[src/rtl/eh2_dec_trigger_csr.sv]
// rtl/eh2_dec_trigger_csr.sv - per-thread debug trigger CSR file (tselect/tdata1/tdata2, mcontrol type 2)

package eh2_pkg;

  // Core parameter bundle; only NUM_THREADS is consumed here.
  typedef struct packed {
    logic [3:0] NUM_THREADS;
  } eh2_param_t;

  // Trigger packet handed to the decode/LSU matchers.
  typedef struct packed {
    logic        select;
    logic        match;
    logic        store;
    logic        load;
    logic        execute;
    logic        m;
    logic [31:0] tdata2;
  } eh2_trigger_pkt_t;

  // Writable tdata1 fields of one mcontrol trigger.
  typedef struct packed {
    logic dmode;
    logic hit;
    logic select;
    logic action;
    logic chain;
    logic match;
    logic m;
    logic execute;
    logic store;
    logic load;
  } eh2_trig_ctl_t;

endpackage

module eh2_dec_trigger_csr
  import eh2_pkg::*;
#(
  parameter eh2_param_t pt = '{NUM_THREADS: 4'd2}
) (
  input  logic                                      clk,
  input  logic                                      rst,
  input  logic [pt.NUM_THREADS-1:0]                 dbg_mode,
  input  logic [pt.NUM_THREADS-1:0]                 mstatus_mie,
  input  logic                                      csr_wr_en,
  input  logic                                      csr_wr_tid,
  input  logic [11:0]                               csr_wr_addr,
  input  logic [31:0]                               csr_wr_data,
  input  logic                                      csr_rd_tid,
  input  logic [11:0]                               csr_rd_addr,
  output logic [31:0]                               csr_rd_data,
  output logic                                      csr_rd_hit,
  input  logic [pt.NUM_THREADS-1:0][3:0]            update_hit,
  output eh2_trigger_pkt_t [pt.NUM_THREADS-1:0][3:0] trigger_pkt_any
);

  localparam int NT = int'(pt.NUM_THREADS);

  localparam logic [11:0] ADDR_TSELECT = 12'h7A0;
  localparam logic [11:0] ADDR_TDATA1  = 12'h7A1;
  localparam logic [11:0] ADDR_TDATA2  = 12'h7A2;

  logic [1:0]    mtsel   [NT];
  eh2_trig_ctl_t td1     [NT][4];
  eh2_trig_ctl_t td1_nxt [NT][4];
  logic [31:0]   td2     [NT][4];

  logic [NT-1:0]      wr_tsel;
  logic [NT-1:0][3:0] wr_td1;
  logic [NT-1:0][3:0] wr_td2;

  // Decode the write strobe per thread/trigger, applying debug-mode and chain-pair locks.
  always_comb begin
    logic wr_thr;
    logic lock;
    logic pair_lock;
    wr_tsel   = '0;
    wr_td1    = '0;
    wr_td2    = '0;
    wr_thr    = 1'b0;
    lock      = 1'b0;
    pair_lock = 1'b0;
    for (int t = 0; t < NT; t++) begin
      // A single-thread build ignores the thread id entirely.
      wr_thr     = csr_wr_en & ((NT == 1) | (csr_wr_tid == 1'(t)));
      wr_tsel[t] = wr_thr & (csr_wr_addr == ADDR_TSELECT);
      for (int i = 0; i < 4; i++) begin
        lock = td1[t][i].dmode & ~dbg_mode[t];
        // Even triggers head a chain pair; a debug-owned odd partner freezes the head too.
        pair_lock = (i[0] == 1'b0) ? (td1[t][i | 1].dmode & ~dbg_mode[t]) : 1'b0;
        wr_td1[t][i] = wr_thr & (csr_wr_addr == ADDR_TDATA1) & (mtsel[t] == 2'(i))
                     & ~lock & ~pair_lock;
        wr_td2[t][i] = wr_thr & (csr_wr_addr == ADDR_TDATA2) & (mtsel[t] == 2'(i)) & ~lock;
      end
    end
  end

  // Next tdata1 value: CSR write fields, with hardware hit recording OR-ed on top.
  always_comb begin
    for (int t = 0; t < NT; t++) begin
      for (int i = 0; i < 4; i++) begin
        td1_nxt[t][i] = td1[t][i];
        if (wr_td1[t][i]) begin
          td1_nxt[t][i].dmode   = csr_wr_data[27] & dbg_mode[t];
          td1_nxt[t][i].hit     = csr_wr_data[20];
          td1_nxt[t][i].select  = csr_wr_data[19];
          td1_nxt[t][i].action  = csr_wr_data[12];
          td1_nxt[t][i].chain   = (i[0] == 1'b0) ? csr_wr_data[11] : 1'b0;
          td1_nxt[t][i].match   = csr_wr_data[7];
          td1_nxt[t][i].m       = csr_wr_data[6];
          td1_nxt[t][i].execute = csr_wr_data[2];
          td1_nxt[t][i].store   = csr_wr_data[1];
          td1_nxt[t][i].load    = csr_wr_data[0];
        end
        td1_nxt[t][i].hit = td1_nxt[t][i].hit | update_hit[t][i];
      end
    end
  end

  // Trigger state registers; reset clears everything regardless of a pending write.
  always_ff @(posedge clk or posedge rst) begin
    if (rst) begin
      for (int t = 0; t < NT; t++) begin
        mtsel[t] <= '0;
        for (int i = 0; i < 4; i++) begin
          td1[t][i] <= '0;
          td2[t][i] <= '0;
        end
      end
    end else begin
      for (int t = 0; t < NT; t++) begin
        if (wr_tsel[t]) mtsel[t] <= csr_wr_data[1:0];
        for (int i = 0; i < 4; i++) begin
          td1[t][i] <= td1_nxt[t][i];
          if (wr_td2[t][i]) td2[t][i] <= csr_wr_data;
        end
      end
    end
  end

  // Packet mirrors the registered CSR state; breakpoint triggers are muted while MIE=0.
  always_comb begin
    for (int t = 0; t < NT; t++) begin
      for (int i = 0; i < 4; i++) begin
        trigger_pkt_any[t][i].select  = td1[t][i].select;
        trigger_pkt_any[t][i].match   = td1[t][i].match;
        trigger_pkt_any[t][i].store   = td1[t][i].store;
        trigger_pkt_any[t][i].load    = td1[t][i].load;
        trigger_pkt_any[t][i].execute = td1[t][i].execute;
        trigger_pkt_any[t][i].m       = td1[t][i].m & (td1[t][i].action | mstatus_mie[t]);
        trigger_pkt_any[t][i].tdata2  = td2[t][i];
      end
    end
  end

  assign csr_rd_hit = (csr_rd_addr == ADDR_TSELECT) | (csr_rd_addr == ADDR_TDATA1) |
                      (csr_rd_addr == ADDR_TDATA2);

  // Combinational read mux for the selected thread's currently selected trigger.
  always_comb begin
    logic [1:0]    rsel;
    eh2_trig_ctl_t rtd;
    csr_rd_data = '0;
    rsel        = '0;
    rtd         = '0;
    for (int t = 0; t < NT; t++) begin
      if ((NT == 1) || (csr_rd_tid == 1'(t))) begin
        rsel = mtsel[t];
        rtd  = td1[t][rsel];
        case (csr_rd_addr)
          ADDR_TSELECT: csr_rd_data = {30'b0, rsel};
          ADDR_TDATA1:  csr_rd_data = {4'h2, rtd.dmode, 6'd31, rtd.hit, rtd.select, 1'b0, 5'b0,
                                       rtd.action, rtd.chain, 3'b0, rtd.match, rtd.m, 1'b0, 2'b0,
                                       rtd.execute, rtd.store, rtd.load};
          ADDR_TDATA2:  csr_rd_data = td2[t][rsel];
          default:      csr_rd_data = '0;
        endcase
      end
    end
  end

endmodule

[config.mk]
export PLATFORM = sky130hd
export DESIGN_NAME = eh2_dec_trigger_csr
export DESIGN_NICKNAME = d
export VERILOG_FILES = /design/src/rtl/eh2_dec_trigger_csr.sv
export SDC_FILE = /design/constraint.sdc
export NUM_CORES = 1
export LEC_CHECK = 0
export BUFFER_PORTS_ARGS = -buffer_cell sky130_fd_sc_hd__buf_2
export CAP_MARGIN = 10
export CORE_MARGIN = 5
export CORE_UTILIZATION = 35
export DETAILED_ROUTE_END_ITERATION = 7
export HOLD_SLACK_MARGIN = 0.06
export PLACE_DENSITY = 0.66
export SETUP_SLACK_MARGIN = 0.1
export SYNTH_ARGS = -nofsm -noshare
export SYNTH_HDL_FRONTEND = slang
export SYNTH_SLANG_ARGS = --single-unit
[constraint.sdc]
create_clock -name clk -period 12.52 [get_ports clk]
set_clock_uncertainty 0.15 [all_clocks]
set_input_delay 1.252 -clock clk [delete_from_list [all_inputs] [get_ports clk]]
set_output_delay 1.252 -clock clk [all_outputs]
set_load 0.005 [all_outputs]
# Yosys cells after proc, flatten, opt, wreduce, memory -nomap -nowiden
# Index checks and enable logic that the tools add are counted.
# totals
in_bits	73
reg_bits	336
output_inout_bits	337
# classes
n_mux	23
reduce_logical	2
magnitude_cmp	2
n_eq_ne	12
n_bitwise	93
# op_table
op	n
case mux 32 bit (3 select lines)	2
2-to-1 mux 32 bit	5
binary-select mux 32 bit (select 2 bit)	2
equality test 12 x 11 -> 1 bit, second input constant	6
2-to-1 mux 9 bit	8
bitwise AND 1 bit	62
binary-select mux 10 bit (select 2 bit)	2
2-to-1 mux 10 bit	4
bitwise OR 1 bit	18
inverter 1 bit	11
equality test 2 bit, second input constant	4
greater-or-equal comparator 3 bit, second input constant	2
inverter 2 -> 3 bit	2
equality test 2 x 1 -> 1 bit, second input constant	2
logical NOT 2 bit	2

# Depth between registers and ports, before layout
# logic_depth
depth_word	8
depth_mapped	7
depth_no_buf	4

# Least setup slack after synthesis
# OpenSTA, ideal clock, no wires.
# synth_timing
path_type	in2out
from	input csr_rd_addr[6]
to	output csr_rd_data[10]
t_arrival_ns	2.738
setup_slack_ns	8.380
path_stages	6
required_time_ns	11.118
cell_sequence	and4bb_2 nand3_1 or3b_2 clkbuf_1 clkbuf_1 nor2_1
# synth_between
elab_chain_len	3
# synth_rtl
item	line_no	text
start: declaration	51	input logic [11:0] csr_rd_addr,
equality test 12 x 11 -> 1 bit	171	case (csr_rd_addr)
case mux 32 bit (3 select lines)	171	
2-to-1 mux 32 bit *	168	if ((NT == 1) || (csr_rd_tid == 1'(t))) begin
end: declaration	52	output logic [31:0] csr_rd_data,
# Every way passes the cells marked *; elsewhere a longest branch is shown, timed or not.

# Worst setup path after layout
# layout_timing
from	input csr_rd_addr[0]
to	output csr_rd_data[11]
# Same word-level chain as after synthesis.

==> impl_metrics.tcl <==
set metrics [dict create \
    outcome "finished, final reports clean" \
    synth_top_family_by_area "multiplexers" \
    grt_pass1_wl_um 78100 \
    grtUsageTotal_pct 20.5 \
    holdBufCountCts 0 \
    crit_fanout 14 \
    async_flop_share_pct 100 \
    place_worst_setup_slack_ns 7.29 \
    antenna_found_initial 4 \
    post_cts_resized 0 \
    maxCapViolCount 0 \
    muxShareOfSynthArea_pct 36.7 \
    grt_pass1_vias 11700 \
    tightest_slew_ns 1.20 \
    synth_xor_xnor_area_share_pct 0 \
    critPathMaxStageDelay_ns 0.96 \
    setup_viol 0 \
    hold_depth 1 \
    slowest_stage "nand4_1" \
    synthAdderAreaFrac_pct 0 \
    yosysSeqAreaShare_pct 52.4 \
    start_kind "primary input" \
    hold_path_end "td1[58]" \
    critical_path.cell_chain "buf_2 > nor2b_1 > nand4_1 > o311a_1 > a2111oi_0 > buf_2" \
    post-route-period-util_pct 42.4 \
    routed_wl_um 52700 \
    syn-cell-area_um2 16100 \
    cp.arrival_ns 3.91 \
    port_buffers 409 \
    ir_worst_vdd_uv 122 \
    die_area_um2 50200 \
    reg2reg_slack_ns 9.08 \
    dp.cells 1976 \
    htreeDepth 2 \
    post_cts_buffers 0 \
    stdcell_count 2050 \
    hold_violations 0 \
    cts_buffer_depth 3 \
    gp_congestion 0.812 \
    firstDrtPassIters 5 \
    hold_class "flip-flop to flip-flop" \
    final_nets 1490 \
    reg2reg_to "trigger_pkt_any[296]" \
    start_util_pct 35.4 \
    yosys_register_bits 336 \
    yosysWarnings 0 \
    cp_common_cell "buf_2" \
    hp-start "td1[58]" \
    core_um2 45400 \
    vias 11100 \
    avgSynthCellArea_um2 15.1 \
    ant_nets 0 \
    drc 0 \
    hpwl_um 34600 \
    rows 78 \
    cts_made_buffers 39 \
    finalSetupTns_ns 0 \
    r2r_cells 5 \
    rsz0062_at_grt "false" \
    syn_nets 1137 \
    slew_viol_final 0 \
    cts_tree "built" \
    cts_root_buffer "clkbuf_16" \
    clock_latency_ns 0.54 \
    slew_headroom_pct 19.7 \
    synth_edf_count 0 \
    synthFlopType "dfrtp_1" \
    power.leakage_nw 10.4 \
    drive_gt1_share_pct 63.1 \
    path_clk_slew_ns 0.06 \
    grt_max_degree 160 \
    final_area_um2 19800 \
    critPathBufInv 2 \
    syn_inst 1064 \
    wire_per_inst_um 25.7 \
    pin_count 410 \
    synth_cell_type_count 55 \
    die-height_um 224 \
    synth_compound_area_share_pct 2.49 \
    r2r-start "mtsel[0]" \
    worst_slack_ns 7.21 \
    fmax_mhz 188 \
    routed_via_density 5.39 \
    powerDensity_nw_per_um2 120 \
    yosys.area_share.simple_pct 4.33 \
    syn2layout_area_growth_pct 23.1 \
    min_period_ns 5.31 \
    placed_cell_area_um2 18400 \
    path_delay_family "simple AND/OR/NAND/NOR gates" \
    grt_overflow 0 \
    clock_sinks 336 \
    drtIter0Drc 690 \
    die_w_um 224 \
    critPathRequiredTime_ns 11.12 \
    criticalPathCategory "primary input to output pin" \
    end_kind "output pin" \
]
-- worst max path at each step --
stage / startpoint / to / slack (ns) / cells past startpoint
2_1_floorplan: rst / mtsel[0] / 1.81 / 1
3_3_place_gp: csr_rd_addr[0] / csr_rd_data[11] / 7.40 / 6
3_5_place_dp: csr_rd_addr[0] / csr_rd_data[11] / 7.29 / 6
4_1_cts: csr_rd_addr[0] / csr_rd_data[11] / 7.27 / 6
5_1_grt: csr_rd_addr[0] / csr_rd_data[11] / 7.03 / 6
6_report: csr_rd_addr[0] / csr_rd_data[11] / 7.21 / 6
-- layer usage --
layer | vias to the layer above | share of wire, % | track usage, %
met4 | 4 | 2.4 | 5.67
met5 | - | 0.040 | 0
met3 | 89 | 8.6 | 6.72
met1 | 5835 | 41 | 26.5
li1 | 4708 | - | -
met2 | 414 | 48 | 33.4
-- where the power goes --
part,internal (mW),switching [mW]
Sequential,1.09,0.000982
Clock,0.742,0.465
Combinational,0.0178,0.0517
Total,1.85,0.518
-- metrics by stage --
step / util [%] / hold WS, ns / total power, mW
6_report: 43.6 / 0.334 / 2.36
5_1_grt: 43.6 / 0.352 / 2.45
4_1_cts: 43.5 / 0.336 / 2.40
3_5_place_dp: 40.5 / 0.323 / 1.18
3_3_place_gp: 40.5 / 0.314 / 1.18
2_1_floorplan: - / 0.303 / 1.14
-- final cells by class --
type / instances / area, µm²
antenna: 2 / 5.00
clock buffer: 53 / 1100
clock inverter: 19 / 263
fill: 4148 / 25600
inverter: 8 / 37.5
multi-input combinational: 610 / 7030
sequential: 336 / 8420
tap: 600 / 751
timing repair buffer: 422 / 2160
-- layout by cell type (no fill, tap or decap), drive strengths merged, types with 11 or more instances in the layout --
master / instances
dfrtp: 336
nor2: 26
clkbuf: 53
buf: 422
mux2i: 39
mux4: 80
inv: 11
nand3: 13
mux2: 329
-- flip-flops by register name (all words and copies together) (netlist names) --
signal / flops
td1: 36
mtsel: 4
trigger_pkt_any: 296
-- synth_stat cells, types with 7 or more instances --
cell / count / area (µm²)
mux4_2: 80 / 1800
a21oi_1: 7 / 35.0
buf_4: 47 / 353
o21ai_0: 9 / 45.0
mux2i_1: 39 / 390
mux2_1: 7 / 78.8
o22ai_1: 7 / 43.8
clkbuf_1: 25 / 93.8
mux2_2: 322 / 3630
dfrtp_1: 336 / 8410
buf_2: 26 / 130
nand3_1: 13 / 65.1
o21a_1: 9 / 67.6
a211o_1: 7 / 61.3
buf_1: 12 / 45.0
nor2_1: 26 / 97.6
inv_1: 8 / 30.0
-- cell families (layout without fill, tap and decap cells) --
kind of cell / after synthesis / after routing
flops: 336 / 336
mux: 448 / 448
simple gates: 105 / 105
compound gates: 57 / 57
buf+inv: 118 / 502
other cells: 0 / 2
Note: power is estimated with default switching activity, not from simulation.
